<file path="config.mk">
export PLATFORM = sky130hd
export DESIGN_NAME = fetch_stage
export DESIGN_NICKNAME = d
export VERILOG_FILES = /design/src/rtl/common.sv /design/src/rtl/fetch_buffer.sv /design/src/rtl/fetch_stage.sv
export SDC_FILE = /design/constraint.sdc
export NUM_CORES = 1
export LEC_CHECK = 0
export ABC_CLOCK_PERIOD_IN_PS = 20800
export BUFFER_PORTS_ARGS = -buffer_cell sky130_fd_sc_hd__buf_2
export CAP_MARGIN = 15
export CORE_ASPECT_RATIO = 0.75
export CORE_MARGIN = 5
export CORE_UTILIZATION = 60
export DETAILED_ROUTE_END_ITERATION = 12
export PLACE_DENSITY = 0.82
export SETUP_SLACK_MARGIN = 0.5
export SLEW_MARGIN = 0
export SYNTH_ARGS = -nofsm -noshare
export SYNTH_HDL_FRONTEND = slang
export SYNTH_SLANG_ARGS = --single-unit
</file>
<file path="constraint.sdc">
create_clock -name clk -period 20.8 [get_ports clk]
set_input_delay 4.16 -clock clk [delete_from_list [all_inputs] [get_ports clk]]
set_output_delay 4.16 -clock clk [all_outputs]
set_load 0.01 [all_outputs]
</file>
<file path="src/rtl/common.sv">
// Shared fetch/decode types: the instruction word type, the NOP encoding that
// fills an empty IF/ID slot, and the {pc, instr} entry held by the fetch buffer.
package common;

  typedef logic [31:0] instruction_type;

  // addi x0, x0, 0
  localparam instruction_type NOP_INSTR = 32'h0000_0013;

  typedef struct packed {
    logic [31:0]     pc;
    instruction_type instr;
  } fetch_entry_type;

endpackage

</file>
<file path="src/rtl/fetch_buffer.sv">
// Small synchronous FIFO of fetch entries. The head is visible combinationally
// so the IF/ID register downstream acts as the registered read stage.
// Flush has priority over push and pop.
module fetch_buffer
  import common::*;
#(
  parameter int DEPTH = 2
) (
  input  logic                   clk,
  input  logic                   reset,
  input  logic                   push,
  input  logic                   pop,
  input  logic                   flush,
  input  fetch_entry_type        push_entry,
  output fetch_entry_type        head,
  output logic [$clog2(DEPTH):0] count,
  output logic                   empty,
  output logic                   full
);

  localparam int AW = $clog2(DEPTH);
  localparam logic [AW:0] DEPTH_C = (AW+1)'(DEPTH);

  fetch_entry_type entries [DEPTH];
  logic [AW-1:0]   wr_ptr_reg;
  logic [AW-1:0]   rd_ptr_reg;
  logic [AW:0]     count_reg;
  logic            do_push;
  logic            do_pop;

  assign empty   = (count_reg == '0);
  assign full    = (count_reg == DEPTH_C);
  assign do_pop  = pop && !empty;
  // A full buffer may still take a push when the head leaves on the same edge.
  assign do_push = push && (!full || do_pop);
  assign head    = entries[rd_ptr_reg];
  assign count   = count_reg;

  // Pointer and occupancy tracking; flush empties the buffer outright.
  always_ff @(posedge clk) begin
    if (reset || flush) begin
      wr_ptr_reg <= '0;
      rd_ptr_reg <= '0;
      count_reg  <= '0;
    end else begin
      if (do_push) wr_ptr_reg <= wr_ptr_reg + AW'(1);
      if (do_pop)  rd_ptr_reg <= rd_ptr_reg + AW'(1);
      count_reg <= count_reg + (AW+1)'(do_push) - (AW+1)'(do_pop);
    end
  end

  // Entry storage; contents need no reset because occupancy gates every read.
  always_ff @(posedge clk) begin
    if (do_push && !flush) entries[wr_ptr_reg] <= push_entry;
  end

endmodule

</file>
<file path="src/rtl/fetch_stage.sv">
// Instruction fetch stage: owns the PC, issues in-order word requests, buffers
// returned words with their PCs and drives the IF/ID register into decode.
// Optional feature macro: FETCH_MISALIGN_TRAP_EN adds a sticky fetch_misaligned
// flag raised by a misaligned redirect, which also halts issue until reset.
module fetch_stage
  import common::*;
#(
  parameter logic [31:0] RESET_PC  = 32'h0000_0000,
  parameter int          BUF_DEPTH = 2
) (
  input  logic            clk,
  input  logic            reset,
  output logic            imem_req_valid,
  input  logic            imem_req_ready,
  output logic [31:0]     imem_req_addr,
  input  logic            imem_resp_valid,
  input  logic [31:0]     imem_resp_data,
  input  logic            redirect_valid,
  input  logic [31:0]     redirect_pc,
  input  logic            hazard,
  output instruction_type instruction,
  output logic [31:0]     pc,
  output logic            if_valid
`ifdef FETCH_MISALIGN_TRAP_EN
  ,
  output logic            fetch_misaligned
`endif
);

  localparam int CNT_W  = $clog2(BUF_DEPTH) + 1;
  // Drops can pile up across back-to-back redirects against a slow memory.
  localparam int DROP_W = CNT_W + 4;
  localparam logic [CNT_W:0] DEPTH_C = (CNT_W+1)'(BUF_DEPTH);

  logic [31:0]       fetch_pc_reg;
  logic [31:0]       resp_pc_reg;     // PC of the oldest live outstanding request
  logic [CNT_W-1:0]  outstanding_reg;
  logic [DROP_W-1:0] drop_reg;
  instruction_type   instr_reg;
  logic [31:0]       pc_reg;
  logic              if_valid_reg;

  logic [31:0]       target_pc;
  logic              issue_block;
  logic              req_fire;
  logic              resp_take;
  logic              resp_drop;
  logic [CNT_W:0]    slots_used;

  fetch_entry_type   buf_head;
  fetch_entry_type   buf_in;
  logic [CNT_W-1:0]  buf_count;
  logic              buf_empty;
  logic              buf_full;
  logic              buf_push;
  logic              buf_pop;

`ifdef FETCH_MISALIGN_TRAP_EN
  logic misaligned_reg;

  assign target_pc        = redirect_pc;
  assign issue_block      = misaligned_reg;
  assign fetch_misaligned = misaligned_reg;

  // Sticky trap flag set by any redirect to a non-word-aligned target.
  always_ff @(posedge clk) begin
    if (reset) begin
      misaligned_reg <= 1'b0;
    end else if (redirect_valid && (redirect_pc[1:0] != 2'b00)) begin
      misaligned_reg <= 1'b1;
    end
  end
`else
  assign target_pc   = redirect_pc & ~32'h0000_0003;
  assign issue_block = 1'b0;
`endif

  // The entry leaving the buffer this edge frees its slot in time for a new
  // request, which keeps one fetch per cycle with a 1-cycle memory.
  assign buf_pop    = !hazard && !redirect_valid && !buf_empty;
  assign slots_used = (CNT_W+1)'(outstanding_reg) + (CNT_W+1)'(buf_count)
                    - (CNT_W+1)'(buf_pop);

  assign imem_req_valid = !reset && !redirect_valid && !issue_block
                        && (slots_used < DEPTH_C);
  assign imem_req_addr  = fetch_pc_reg;
  assign req_fire       = imem_req_valid && imem_req_ready;

  // Responses consume pending drops first; only the rest are real fetches.
  assign resp_drop = imem_resp_valid && (drop_reg != '0);
  assign resp_take = imem_resp_valid && (drop_reg == '0);
  assign buf_push  = resp_take && !redirect_valid && (!buf_full || buf_pop);

  assign buf_in.pc    = resp_pc_reg;
  assign buf_in.instr = imem_resp_data;

  fetch_buffer #(
    .DEPTH (BUF_DEPTH)
  ) u_buffer (
    .clk        (clk),
    .reset      (reset),
    .push       (buf_push),
    .pop        (buf_pop),
    .flush      (redirect_valid),
    .push_entry (buf_in),
    .head       (buf_head),
    .count      (buf_count),
    .empty      (buf_empty),
    .full       (buf_full)
  );

  // Program counter and request/response bookkeeping.
  always_ff @(posedge clk) begin
    if (reset) begin
      fetch_pc_reg    <= RESET_PC;
      resp_pc_reg     <= RESET_PC;
      outstanding_reg <= '0;
      drop_reg        <= '0;
    end else if (redirect_valid) begin
      fetch_pc_reg    <= target_pc;
      resp_pc_reg     <= target_pc;
      outstanding_reg <= '0;
      // Every still-live request becomes a drop; a response arriving now is
      // itself discarded, either using up a drop or retiring one outstanding.
      drop_reg        <= drop_reg + DROP_W'(outstanding_reg) - DROP_W'(imem_resp_valid);
    end else begin
      if (req_fire) fetch_pc_reg <= fetch_pc_reg + 32'd4;
      if (buf_push) resp_pc_reg  <= resp_pc_reg + 32'd4;
      outstanding_reg <= outstanding_reg + CNT_W'(req_fire) - CNT_W'(resp_take);
      drop_reg        <= drop_reg - DROP_W'(resp_drop);
    end
  end

  // IF/ID register: redirect flushes, hazard holds, otherwise load head or NOP.
  always_ff @(posedge clk) begin
    if (reset) begin
      instr_reg    <= NOP_INSTR;
      pc_reg       <= RESET_PC;
      if_valid_reg <= 1'b0;
    end else if (redirect_valid) begin
      instr_reg    <= NOP_INSTR;
      if_valid_reg <= 1'b0;
    end else if (!hazard) begin
      if (!buf_empty) begin
        instr_reg    <= buf_head.instr;
        pc_reg       <= buf_head.pc;
        if_valid_reg <= 1'b1;
      end else begin
        instr_reg    <= NOP_INSTR;
        if_valid_reg <= 1'b0;
      end
    end
  end

  assign instruction = instr_reg;
  assign pc          = pc_reg;
  assign if_valid    = if_valid_reg;

endmodule

</file>
==> results of run 1 <==
[per-stage QoR]
step	cells	util
after global routing	1365	0.7112
final	1365	0.7112
after CTS	1365	0.7112
after detailed placement	1319	0.6676
after global placement	1319	0.6676
after floorplan	961	-
[critical path, stage by stage]
cell      delay, ps
buf_2           510
inv_1           230
o21ai_2         130
nor2_1           60
ha_1            280
nand2b_1        150
fa_1            410
xor2_1          240
and3_1          230
buf_2           150
[synth_stat cells, types with 4 or more instances]
cell type,n
dfxtp_1,136
nor2_1,131
edfxtp_1,124
mux2i_1,61
a21oi_1,51
nand2_1,47
a211oi_1,42
clkbuf_1,39
xnor2_1,37
inv_1,26
nand4_1,23
ha_1,21
nand3_1,18
nor3_1,18
o21ai_0,18
a21boi_0,14
o21a_1,13
xor2_1,12
a31oi_1,11
and3_1,11
and2_1,8
o22ai_1,6
buf_1,5
buf_2,5
mux2_2,5
nor4_1,5
buf_4,4
nor4b_1,4
o21ai_1,4
o31a_1,4
[placed cells by master, fill, tap and decap left out, types with 6 or more instances in the layout]
cell and n:
and3_1 11, nand2_1 47, ha_1 21, and2_1 7
a31oi_1 11, o21ai_0 18, o22ai_1 6, mux2i_1 61
a211oi_1 42, nor3_1 17, inv_1 25, nand4_1 23
clkbuf_1 7, a21boi_0 14, xnor2_1 37, buf_2 161
o21a_1 13, nor2_1 130, clkinv_1 8, xor2_1 12
nand3_1 18, clkbuf_16 25, buf_4 9, dfxtp_1 135
a21oi_1 51, edfxtp_1 124
[area by class of cell]
type / count / area share
Tap cell: 242 / 0.02404
Inverter: 27 / 0.008047
Clock inverter: 11 / 0.006259
Sequential cell: 260 / 0.5121
Clock buffer: 35 / 0.05504
Timing Repair Buffer: 170 / 0.06934
Multi-Input combinational cell: 620 / 0.3252
[worst max-delay path by stage]
stage / from / endpoint / slack (ps) / cells after the start
global route: hazard / imem_req_valid / 9980 / 10
finish: hazard / imem_req_valid / 10090 / 10
floorplan: redirect_valid / imem_req_valid / 10460 / 9
global placement: hazard / imem_req_valid / 10160 / 10
detailed placement: hazard / imem_req_valid / 10160 / 10
CTS: hazard / imem_req_valid / 10140 / 10
[power by group]
part           internal [mW]  switching (mW)  leakage (nW)  total, mW
Combinational         0.0598          0.0838          1.96      0.144
Clock                  0.244           0.182         0.374      0.427
Sequential             0.564          0.0207          2.24      0.585
[metal layers]
metal / vias to the layer above / global-route usage / share of wire
met5: - / 0 / 0
met4: 0 / 0.06553 / 0.023
met3: 43 / 0.04183 / 0.091
met2: 367 / 0.3366 / 0.43
met1: 3748 / 0.3640 / 0.45
li1: 3771 / - / -
[kinds of logic after synthesis]
family                   count (synthesis)
adder cells (fa/ha/maj)                 23
flip-flops                             260
multiplexers                            66
AND/OR/NAND/NOR                        298
XOR/XNOR                                49
other                                    1
buffers and inverters                   81
AO/OA/AOI/OAI                          180
==> metrics, run 1 <==
share of cells above drive strength 1=0.2021; Post-Synth Adder-Cell Area=0.02792; clk_lat worst skew=510 ps; PwrDens=91.74 nW/um2; largest net degree at the start of global routing=68; Synth area leader=edfxtp_1; vias per cell=5.809; final setup fails=0; combinational family with the most area after synthesis=simple AND/OR/NAND/NOR gates; Post-CTS Setup Repair Bufs=0; status=complete, no violations; post-synthesis compound-gate area fraction=0.1075; Hold Crit Class=flip-flop to flip-flop; H-tree levels=1; Critical Path AT=6550 ps; Avg Cell Area, Syn=11.32 um2; Multi-input gate area=4095 um2; Clock Sinks=260; RSZ-0062 raised after global routing=no; post-synthesis xor/xnor area fraction=0.03957; Mapped Cells=958; hold buffer count at CTS=0; clk slew on worst S/H paths=60 ps; hold endpoint=if_valid; Area after DPL=11820 um2; Yosys reg bits=260; initial antenna violation count=0; fin crit share=0.5149; critical path required time=16640 ps; Iteration-0 DRC Markers=583; Critical Path Start Type=input port; simple-gate share of the synthesized area=0.1381; register area share after synthesis=0.5944; DRT Wirelength=24.88 mm; DP HPWL=16.59 mm; Pwr Total=1.155 mW; ys async rst share=0; IO Pins=168; post-cts sizing count=0; fill count=1281; Total Routing Usage GR=0.2338; die width=165.2 um; first-pass iteration count of the detailed router=5; crit-path max FO=32; Syn Std Cell Area=10850 um2; die area=20890 um2; mux cell area share after synthesis=0.06149; fin nets=1197; vias post-DR=7929; setup TNS=0 ps; r2r worst-path depth=14; Setup Crit Path Kind=input port to output pin; final hold vios=0; Fmax=93.37 MHz; number of synthesized flops with an enable pin=124; slew margin rel.=0.2565; final setup margin=10090 ps; global-route wire length before repair=39.27 mm; Hold Startpoint=if_valid; drt wl/cell=18.23 um; Starting Density=0.6124; skew final=7.293 ps; Leakage=4.573 nW; Inserted Diodes=0; clk buf depth=3; Buffers on Ports=161; Hold Path Depth=2; Crit Reg-Reg Startpoint=u_buffer.count[0]; Placer Congestion=0.8915; ANT nets after route=0; Synth Flop Type=dfxtp_1; Worst R2R Setup Slack=17380 ps; pre-CTS WS=10160 ps; VDD IR max=0.00005223 V; Synth cell types=63; Root Buffer=clkbuf_16; r2r endpoint=outstanding_reg[1]; Design Area, Final=12590 um2; final hold slack=468.5 ps; clock buffer count from CTS=25; core footprint=17710 um2; Tmin final=10710 ps; vias in the first global route=7399; # rows=42; remaining routing DRC violations=0; Reg area=6450 um2; area share of the largest cell type after synthesis=0.3433; Area growth, synth to finish=16.13%; largest reg by FF count=u_buffer.entries; gr ovfl total=0; height of the die=126.4 um; Max-cap violations=0; Slew @ Worst Pin=1115 ps; top cells by area, synth=edfxtp_1, dfxtp_1, mux2i_1, nor2_1, xnor2_1; Synth warnings=0; TritonCTS clock tree=built; CP endpoint kind=output pin; max-slew violations=0; number of flip-flops in the largest register=124
Power figures use the tool's default switching activity.
==> inputs of run 2 (changes only) <==
- ABC_AREA: default -> 1
- ABC_CLOCK_PERIOD_IN_PS: 20800 -> 9400
- CORE_UTILIZATION: 60 -> 52
- PLACE_DENSITY: 0.82 -> 0.74
- clock period: 20.8 -> 9.4 ns (I/O delays scaled with it)
==> run 2 against run 1 <==
Combinational power rose by 120%. Area after synthesis is 10% higher. Wire length is 13% higher. Sequential cell count is the same. Clock power grew to 2.5 times the previous value. Critical path type unchanged.
==> metrics, run 2 <==
TritonCTS clock tree=built; # rows=48; Synth cell types=43; remaining routing DRC violations=0; Buffers on Ports=161; die area=26120 um2; largest reg by FF count=u_buffer.entries; crit-path max FO=33; fin nets=1529; Hold Crit Class=flip-flop to flip-flop; Total Routing Usage GR=0.2122; clk slew on worst S/H paths=60 ps; height of the die=141.2 um; drt wl/cell=15.99 um; final hold vios=0; Syn Std Cell Area=11940 um2; max-slew violations=0; share of cells above drive strength 1=0.2095; r2r worst-path depth=16; slew margin rel.=0.3787; global-route wire length before repair=44.94 mm; Critical Path AT=4370 ps; clk buf depth=3; top post-synthesis cells by count=nand2_1, dfxtp_1, a21oi_1, edfxtp_1, inv_1; final setup fails=0; most frequent cells in the layout=nand2_1, buf_2, dfxtp_1; Slew @ Worst Pin=932.0 ps; Critical Path, Cell by Cell=buf_2 -> a21oi_2 -> buf_4 -> inv_2 -> nor2_1 -> ha_1 -> inv_1 -> nand2_1 -> fa_1 -> xor2_2 -> nand3_1 -> inv_1 -> buf_2; RSZ-0062 raised after global routing=no; crit-path max cell delay=420 ps; setup TNS=0 ps; hold buffer count at CTS=0; clock buffer count from CTS=26; DP HPWL=19.16 mm; most common cell after layout, fill and taps aside=nand2_1; Crit Reg-Reg Startpoint=u_buffer.count[1]; first-pass iteration count of the detailed router=5; clk_lat worst skew=540 ps; IO Pins=168; Yosys reg bits=260; ys async rst share=0; Iteration-0 DRC Markers=731; initial antenna violation count=2; Leakage=5.564 nW; Tmin final=6251 ps; vias per cell=5.248; final setup margin=3149 ps; fin crit share=0.6650; area share of the largest cell type after synthesis=0.3119; vias post-DR=9220; most frequent cell after synthesis=nand2_1; Starting Density=0.5231; Pwr Total=2.673 mW; Critical Path Start Type=input port; skew final=11.39 ps; Setup Crit Path Kind=input port to output pin; ANT nets after route=0; vias in the first global route=8618; Root Buffer=clkbuf_16; register area share after synthesis=0.5399; status=complete, no violations; Synth Flop Type=dfxtp_1; crit path max-delay cell type=fa_1; Area growth, synth to finish=15.48%; CP endpoint kind=output pin; post-cts sizing count=0; Layout Utilization=0.6041; Mapped Cells=1292; r2r endpoint=outstanding_reg[1]; critical path required time=7520 ps; gr ovfl total=0; Synth area leader=edfxtp_1; number of flip-flops in the largest register=124; Clock Sinks=260; PwrDens=193.9 nW/um2; Post-CTS Setup Repair Bufs=0; Synth warnings=0; Hold Startpoint=instruction[28]; hold endpoint=instruction[28]; final hold slack=459.6 ps; core footprint=22820 um2; Avg Cell Area, Syn=9.241 um2; DRT Wirelength=28.09 mm; Max-cap violations=0; pre-CTS WS=3133 ps; die width=185.0 um; H-tree levels=1; largest net degree at the start of global routing=63; number of synthesized flops with an enable pin=124; Hold Path Depth=2; Placer Congestion=0.9338; Fmax=160.0 MHz; top cells by area, synth=edfxtp_1, dfxtp_1, nand2_1, a21oi_1, inv_1; VDD IR max=0.0001312 V; Worst R2R Setup Slack=5430 ps
[run 2: changes by cell type in the layout (fill, tap and decap cells not counted), moves of 15 or more]
cell,before,now
inv_1,25,112
nand4_1,23,7
nand3_1,18,63
nor3_1,17,2
nor2_1,130,92
o21ai_0,18,52
nand2_1,47,312
xnor2_1,37,10
a21oi_1,51,127
a211oi_1,42,0
mux2i_1,61,30
mux2_2,5,32
[run 2: worst max-delay path, delay by kind of cell]
family	cells	cell delay, ps
compound gates	1	190
xor+xnor	1	240
fa+ha+maj	2	660
buf+inv	6	1090
simple gates	3	280
[run 2: layout make-up]
class | instances | area (um2)
repair buffers | 169 | 885.9
fillers | 1970 | 9035
diodes | 1 | 2.502
clock buffers | 32 | 683.2
flip-flops and latches | 260 | 6447
multi-input cells | 862 | 4752
clock inverters | 16 | 201.4
inverters | 117 | 439.2
well taps | 300 | 375.4
[run 2: metrics by stage]
stage | std cells | cell area, um2
3_3_place_gp | 1707 | 12870
6_report | 1757 | 13790
3_5_place_dp | 1707 | 12870
5_1_grt | 1757 | 13790
2_1_floorplan | 1295 | 11950
4_1_cts | 1755 | 13760
[run 2: how the worst max path moves through the flow]
stage / start / slack (ps) / endpoint / cells after the start
finish: hazard / 3150 / imem_req_valid / 13
global route: hazard / 2960 / imem_req_valid / 13
CTS: hazard / 3120 / imem_req_valid / 13
detailed placement: hazard / 3130 / imem_req_valid / 13
global placement: hazard / 3160 / imem_req_valid / 13
floorplan: redirect_valid / 3930 / imem_req_valid / 10
[run 2: kinds of logic (layout without fill, tap and decap cells)]
family          after synthesis  in the layout  synth area share
fa+ha+maj                    23             23           0.02536
flops                       260            260            0.5399
compound gates              209            209           0.09149
buf+inv                     173            334           0.06424
xor+xnor                     23             23           0.01813
simple gates                541            541            0.2052
mux                          62             62           0.05533
other cells                   1              5         0.0003141
[run 2: per-layer routing]
metal	vias up	part of all wire	GRT usage
li1	4586	-	-
met4	2	0.024	0.05097
met3	56	0.084	0.04643
met2	324	0.42	0.3080
met5	-	0.00032	0
met1	4252	0.47	0.3246
[run 2: power breakdown]
group / leakage, nW / switching [mW] / internal, mW
clock: 0.418 / 0.436 / 0.630
combinational: 2.91 / 0.200 / 0.117
sequential: 2.24 / 0.0444 / 1.25
total: 5.56 / 0.680 / 1.99
==> inputs of run 3 (changes only) <==
- ABC_CLOCK_PERIOD_IN_PS: 9400 -> 6400
- CORE_UTILIZATION: 52 -> 58
- PLACE_DENSITY: 0.74 -> 0.79
- clock period: 9.4 -> 6.4 ns (I/O delays scaled with it)
==> run 3 against run 2 <==
Sequential power up 47%. Highest routed layer unchanged. Clock power up 45%. Combinational power is 50% higher.
==> metrics, run 3 (synthesis gave the netlist of run 2 again) <==
initial antenna violation count=1; Sw Share=0.2524; remaining routing DRC violations=0; Setup Crit Path Kind=input port to output pin; Cells after DPL=1666; first-pass iteration count of the detailed router=5; most common cell after layout, fill and taps aside=nand2_1; die width=175.7 um; gr ovfl total=0; largest reg by FF count=u_buffer.entries; VDD IR max=0.0001970 V; Area after DPL=12850 um2; Tmin final=5023 ps; cell internal pwr=2.933 mW; global-route wire length before repair=45.42 mm; Root Buffer=clkbuf_16; Placer Congestion=0.8645; max-slew violations=0; Fmax=199.1 MHz; Critical Path AT=3740 ps; # rows=45; Area growth, synth to finish=15.18%; Starting Density=0.5890; Hold Crit Class=flip-flop to flip-flop; height of the die=134.3 um; drt wl/cell=16.27 um; Sequential Power Share=0.483; post-route insts no fill=1715; core footprint=20270 um2; Slew @ Worst Pin=960.2 ps; sw power=0.9903 mW; critical path required time=5120 ps; skew final=8.548 ps; Buffers on Ports=161; crit-path max FO=33; ANT nets after route=0; fin crit share=0.7849; vias per cell=5.430; share of cells above drive strength 1=0.2080; Post-CTS Setup Repair Bufs=0; clk slew on worst S/H paths=60 ps; clk_lat worst skew=530 ps; largest net degree at the start of global routing=63; DP HPWL=18.97 mm; most frequent cells in the layout=nand2_1, buf_2, dfxtp_1; Max-cap violations=0; number of flip-flops in the largest register=124; fin nets=1530; Iteration-0 DRC Markers=677; vias post-DR=9312; Total Routing Usage GR=0.2343; fill count=1637; clk buf depth=3; TritonCTS clock tree=built; post-cts sizing count=0; status=complete, no violations; Clock Power Share=0.396; hold buffer count at CTS=0; Design Area, Final=13750 um2; PwrDens=285.3 nW/um2; setup TNS=0 ps; final setup fails=0; H-tree levels=1; CP endpoint kind=output pin; Clock Sinks=260; Comb power frac=0.121; Inserted Diodes=0; clock buffer count from CTS=26; IO Pins=168; Leakage=5.579 nW; vias in the first global route=8900; die area=23580 um2; slew margin rel.=0.3599; final hold vios=0; DRT Wirelength=27.91 mm; Critical Path Start Type=input port; RSZ-0062 raised after global routing=no
[run 3: cell count changes in the layout (fill, tap and decap cells not counted), sizes merged]
cell      change
clkinv        +5
clkinvlp      -3
buf           +1
clkbuf        -1
diode         -1
inv           -1
[run 3: power groups by stage]
stage               Combinational [mW]  Clock (mW)  Sequential [mW]
global route                     0.542        1.65             1.90
finish                           0.474        1.55             1.89
CTS                              0.473        1.58             1.89
detailed placement               0.470           0             1.93
global placement                 0.450           0             1.92
floorplan                        0.339           0             1.92
[run 3: area by class of cell]
class	instances	area, um2	area share
sequential	260	6447	0.4689
timing repair buffer	170	910.9	0.06624
inverter	117	439.2	0.03194
clock inverter	17	188.9	0.01374
multi-input combinational	862	4752	0.3456
tap	258	322.8	0.02348
clock buffer	31	689.4	0.05014
[run 3: critical path, stage by stage]
cell     delay [ps]
buf_2           320
a21oi_2         190
buf_4           340
inv_2           170
nor2_1          130
ha_1            240
inv_1            60
nand2_1          60
fa_1            420
xor2_2          240
nand3_1          90
inv_1            60
buf_2           130
[run 3: worst paths after layout]
kind / depth (start not counted) / startpoint / endpoint / slack [ps]
max reg2reg: 16 / u_buffer.count[1] / outstanding_reg[1] / 2460
min reg2reg: 2 / instruction[2] / instruction[2] / 460
min: 2 / instruction[2] / instruction[2] / 460
max: 13 / hazard / imem_req_valid / 1380
[run 3: stage by stage]
step	total power, mW	hold slack, ps	utilization	setup slack, ps
floorplan	2.258	447.4	-	1534
global placement	2.374	446.0	0.6341	1301
detailed placement	2.398	452.9	0.6341	1161
CTS	3.941	462.0	0.6774	1332
global route	4.096	476.7	0.6784	1117
finish	3.923	459.2	0.6784	1377
[run 3: layer usage]
layer  vias to the layer above  global-route usage  wire, um
li1                       4584                   -         -
met1                      4299              0.3489     12830
met2                       375              0.3587     12150
met3                        52             0.04903      2411
met4                         2             0.04675       509
met5                         -                   0        13
